==> src/rtl/rf_dump_reader.sv <==
// Purpose   : walks a contiguous (wrapping) range of the register file through one
//             shared read port and streams each word out as an addressed dump beat.
// Latency   : first read 1 cycle after accepted start; one beat per 3 cycles when unstalled.
// Backpress : dump_ready=0 holds the beat in PRESENT with data/addr/last frozen; rf_busy=0
//             is required before a read issues (the datapath always wins the port).
// Ports     : clock/reset_n (async active-low); start/abort/first_addr/last_addr control;
//             rf_read_enabled/rf_read_addr/rf_read_data RF port; dump_valid/dump_ready/
//             dump_data/dump_addr/dump_last beat stream; busy status; done completion pulse.
module rf_dump_reader #(
  parameter int DATA_WIDTH = 32,
  parameter int ADDR_WIDTH = 5
) (
  input  logic                  clock,
  input  logic                  reset_n,
  input  logic                  start,
  input  logic                  abort,
  input  logic [ADDR_WIDTH-1:0] first_addr,
  input  logic [ADDR_WIDTH-1:0] last_addr,
  input  logic                  rf_busy,
  output logic                  rf_read_enabled,
  output logic [ADDR_WIDTH-1:0] rf_read_addr,
  input  logic [DATA_WIDTH-1:0] rf_read_data,
  output logic                  dump_valid,
  input  logic                  dump_ready,
  output logic [DATA_WIDTH-1:0] dump_data,
  output logic [ADDR_WIDTH-1:0] dump_addr,
  output logic                  dump_last,
  output logic                  busy,
  output logic                  done
);

  typedef enum logic [1:0] {
    S_IDLE    = 2'd0,
    S_ISSUE   = 2'd1,
    S_CAPTURE = 2'd2,
    S_PRESENT = 2'd3
  } state_t;

  state_t                r_state;
  state_t                w_next;
  logic [ADDR_WIDTH-1:0] r_cur;
  logic [ADDR_WIDTH-1:0] r_last;
  logic [DATA_WIDTH-1:0] r_dump_data;
  logic [ADDR_WIDTH-1:0] r_dump_addr;
  logic                  r_dump_last;
  logic                  r_done;

  logic w_rd_en;
  logic w_accept;
  logic w_capture;
  logic w_hs;

  // Abort outranks every other decision in a non-IDLE state, including a
  // same-cycle read issue or beat handshake.
  always_comb begin
    w_next    = r_state;
    w_rd_en   = 1'b0;
    w_accept  = 1'b0;
    w_capture = 1'b0;
    w_hs      = 1'b0;
    case (r_state)
      S_IDLE: begin
        if (start && !abort) begin
          w_accept = 1'b1;
          w_next   = S_ISSUE;
        end
      end
      S_ISSUE: begin
        if (abort) begin
          w_next = S_IDLE;
        end else if (!rf_busy) begin
          w_rd_en = 1'b1;
          w_next  = S_CAPTURE;
        end
      end
      S_CAPTURE: begin
        if (abort) begin
          w_next = S_IDLE;
        end else begin
          w_capture = 1'b1;
          w_next    = S_PRESENT;
        end
      end
      S_PRESENT: begin
        if (abort) begin
          w_next = S_IDLE;
        end else if (dump_ready) begin
          w_hs   = 1'b1;
          w_next = r_dump_last ? S_IDLE : S_ISSUE;
        end
      end
      default: w_next = S_IDLE;
    endcase
  end

  always_ff @(posedge clock or negedge reset_n) begin
    if (!reset_n) begin
      r_state     <= S_IDLE;
      r_cur       <= '0;
      r_last      <= '0;
      r_dump_data <= '0;
      r_dump_addr <= '0;
      r_dump_last <= 1'b0;
      r_done      <= 1'b0;
    end else begin
      r_state <= w_next;
      if (w_accept) begin
        r_cur  <= first_addr;
        r_last <= last_addr;
      end else if (w_hs && !r_dump_last) begin
        // Natural ADDR_WIDTH overflow gives the wrap from the top register to 0.
        r_cur <= r_cur + 1'b1;
      end
      if (w_capture) begin
        r_dump_data <= rf_read_data;
        r_dump_addr <= r_cur;
        r_dump_last <= (r_cur == r_last);
      end
      r_done <= w_hs && r_dump_last;
    end
  end

  assign rf_read_enabled = w_rd_en;
  assign rf_read_addr    = (r_state != S_IDLE) ? r_cur : '0;
  assign dump_valid      = (r_state == S_PRESENT);
  assign dump_data       = r_dump_data;
  assign dump_addr       = r_dump_addr;
  assign dump_last       = r_dump_last;
  assign busy            = (r_state != S_IDLE);
  assign done            = r_done;

endmodule

==> config.mk <==
export PLATFORM = sky130hd
export DESIGN_NAME = rf_dump_reader
export DESIGN_NICKNAME = d
export VERILOG_FILES = /design/src/rtl/rf_dump_reader.sv
export SDC_FILE = /design/constraint.sdc
export NUM_CORES = 1
export LEC_CHECK = 0
export CORE_AREA = 4 4 104 57
export DETAILED_ROUTE_END_ITERATION = 8
export DIE_AREA = 0 0 108 61
export HOLD_SLACK_MARGIN = 0.08
export PLACE_DENSITY = 0.92
export SKIP_LAST_GASP = 1
export SYNTH_ARGS = -nofsm -noshare
export SYNTH_HDL_FRONTEND = slang
export SYNTH_SLANG_ARGS = --single-unit
==> constraint.sdc <==
create_clock -name clock -period 2.85 [get_ports clock]
set_clock_uncertainty 0.05 [all_clocks]
set_input_delay 0.7125 -clock clock [delete_from_list [all_inputs] [get_ports clock]]
set_output_delay 0.7125 -clock clock [all_outputs]
set_load 0.1 [all_outputs]
==> results_dict.tcl <==
set metrics [dict create \
    cts.reportedPaths.clkPinSlew_ns 0.09 \
    post_cts_resized 0 \
    io_pins 95 \
    avgViaCountPerCell 4.88 \
    slew_violations 0 \
    dieArea_mm2 0.00659 \
    post_drt_wl_per_cell_um 15.8 \
    drive_above_1_share_pct 39.2 \
    clockRootBuffer "clkbuf_8" \
    die_w_um 108 \
    startpoint_type "primary input" \
    netlist_top_cells_area "dfrtp_1 (59%), mux2_2 (20%), nand2_1 (2.8%)" \
    core_mm2 0.00489 \
    dpl-instance-area_mm2 0.00309 \
    place_ws_ns 0.325 \
    final_antenna_net_count 0 \
    crit_slowest_cell "clkdlybuf4s50_1" \
    ys.flop_type "dfrtp_1" \
    finalCritPeriodShare_pct 89.5 \
    grt_max_degree 52 \
    final_cell_mix "dfrtp_1 (51), buf_4 (51), clkdlybuf4s50_1 (46), mux2_2 (38), nand2_1 (16)" \
    cts_sinks 51 \
    r2r_end "r_cur[4]" \
    nets 313 \
    ys_ff_latch 51 \
    firstDrtPassIters 5 \
    worst-setup-path-type "primary input to output port" \
    setup_slack_ns 0.298 \
    slew_headroom_pct 58.1 \
    cp_top_family "buffers and inverters" \
    ff_latch_area_mm2 0.00128 \
    route.detailed.drc 0 \
    grt_pass1_vias 1711 \
    vias 1634 \
    hp-class "primary input to asynchronous set/reset pin" \
    synth_top_area_share_pct 58.7 \
    multiInputGateArea_um2 840 \
    worstPathArrival_ns 1.79 \
    worst-path-buf-inv 2 \
    setup_violations 0 \
    grt_use_total_pct 16.9 \
    rrSetupSlack_ns 0.97 \
    n_antenna_cell 0 \
    tns_ns 0 \
    yosysWarnings 0 \
    slowest_delay_ns 0.49 \
    area_delta_synth_final_pct 47.3 \
    port_buffers 94 \
    max-clock-path-buffers 2 \
    start_util_pct 44.5 \
    worst_r2r_path_depth 3 \
    drv_cap 0 \
    place_congestion 0.781 \
    fin_area_mm2 0.00320 \
    dpl.hpwl_um 3990 \
    path_cells "clkdlybuf4s50_1 > nor4b_4 > buf_12" \
    worstMarginPinSlew_ns 0.628 \
    htreeDepth 2 \
    netlist_area_mm2 0.00218 \
    grt_overflow 0 \
    synth_nets 217 \
    synth_area_leader_cell "dfrtp_1" \
    crit_fanout 4 \
    ys_types 30 \
    maxClockFrequency_mhz 392 \
    cts-hold-fix-buffers 0 \
    rsz0062_at_grt "false" \
    postSynth.asyncResetShare_pct 100 \
    clkLatencyLatePin_ns 0.30 \
    fillers 389 \
    rows 18 \
    synth_cells 168 \
    drt_iter0_drc 71 \
    required_ns 2.09 \
    totalWireLength_um 5300 \
    status "complete, no violations" \
    min_period_ns 2.55 \
    hold_viol 0 \
    post_cts_buffers 0 \
    fin_util_pct 65.6 \
    cts_tree "yes" \
    synth_edf_count 0 \
    post_synth.cell_area_avg_um2 13.0 \
    cts_made_buffers 5 \
    die_height_um 61 \
    grt_pass1_wl_um 8490 \
    crit_path_end_kind "output port" \
    reg2reg_from "r_state[1]" \
    ys_seq_area_share_pct 58.7 \
    antenna_found_initial 0 \
]
[per-layer routing]
| layer | global-route usage, % | vias up | part of all wire, % |
|---|---|---|---|
| met1 | 18.9 | 803 | 37 |
| li1 | - | 776 | - |
| met4 | 4.32 | 0 | 1.3 |
| met3 | 4.78 | 9 | 4.8 |
| met5 | 0 | - | 0 |
| met2 | 32.7 | 46 | 57 |
[sequential cells by signal (all words and copies together) (netlist names)]
signal and count:
dump_data 32, dump_addr 5, r_cur 5, r_last 5, r_state 2, done 1
dump_last 1
[through the flow]
step	hold slack, ns	cells
6_report	0.449	335
5_1_grt	0.480	335
4_1_cts	0.461	335
3_5_place_dp	0.440	327
3_3_place_gp	0.431	327
2_1_floorplan	0.367	168
[cell usage after synthesis, drive strengths merged (2+ instances only)]
master / n
nand2: 16
o31ai: 2
buf: 9
mux2: 38
o21ai: 4
or3: 2
a31oi: 4
nor4b: 2
inv: 4
a21oi: 2
nor2b: 5
dfrtp: 51
xnor2: 5
or4: 2
nand3: 3
nor2: 8
[worst register-to-register path, stage by stage (launching register included)]
cell and delay, ns:
dfrtp_1 0.59, nand4b_1 0.38, or4_1 0.60, a31oi_1 0.19
[worst max path at each step]
stage	startpoint	end	slack, ns	depth (start not counted)
final	abort	rf_read_enabled	0.30	3
after global routing	abort	rf_read_enabled	0.27	3
after CTS	abort	rf_read_enabled	0.30	3
after detailed placement	abort	rf_read_enabled	0.32	3
after global placement	abort	rf_read_enabled	0.36	3
after floorplan	r_state[0]	rf_read_addr[0]	0.17	3
[kinds of logic (layout without fill, tap and decap cells)]
family	Yosys count	in the layout	share of synthesized area, %
flip-flops	51	51	58.7
AND/OR/NAND/NOR	44	44	11.0
multiplexers	38	38	19.7
AO/OA/AOI/OAI	15	15	4.31
buffers and inverters	14	111	3.74
XOR/XNOR	5	5	2.01
adder cells (fa/ha/maj)	1	1	0.575
[final cells by class]
| type | instances | area share (%) |
|---|---|---|
| multi-input cells | 103 | 26.2 |
| inverters | 4 | 0.469 |
| clock inverters | 2 | 1.09 |
| repair buffers | 99 | 27.1 |
| flip-flops and latches | 51 | 39.8 |
| clock buffers | 6 | 2.58 |
| well taps | 70 | 2.73 |
Power is left out: the tool's default activity adds up to more than one toggle a clock period on the data nets, which glitch-free logic cannot reach.
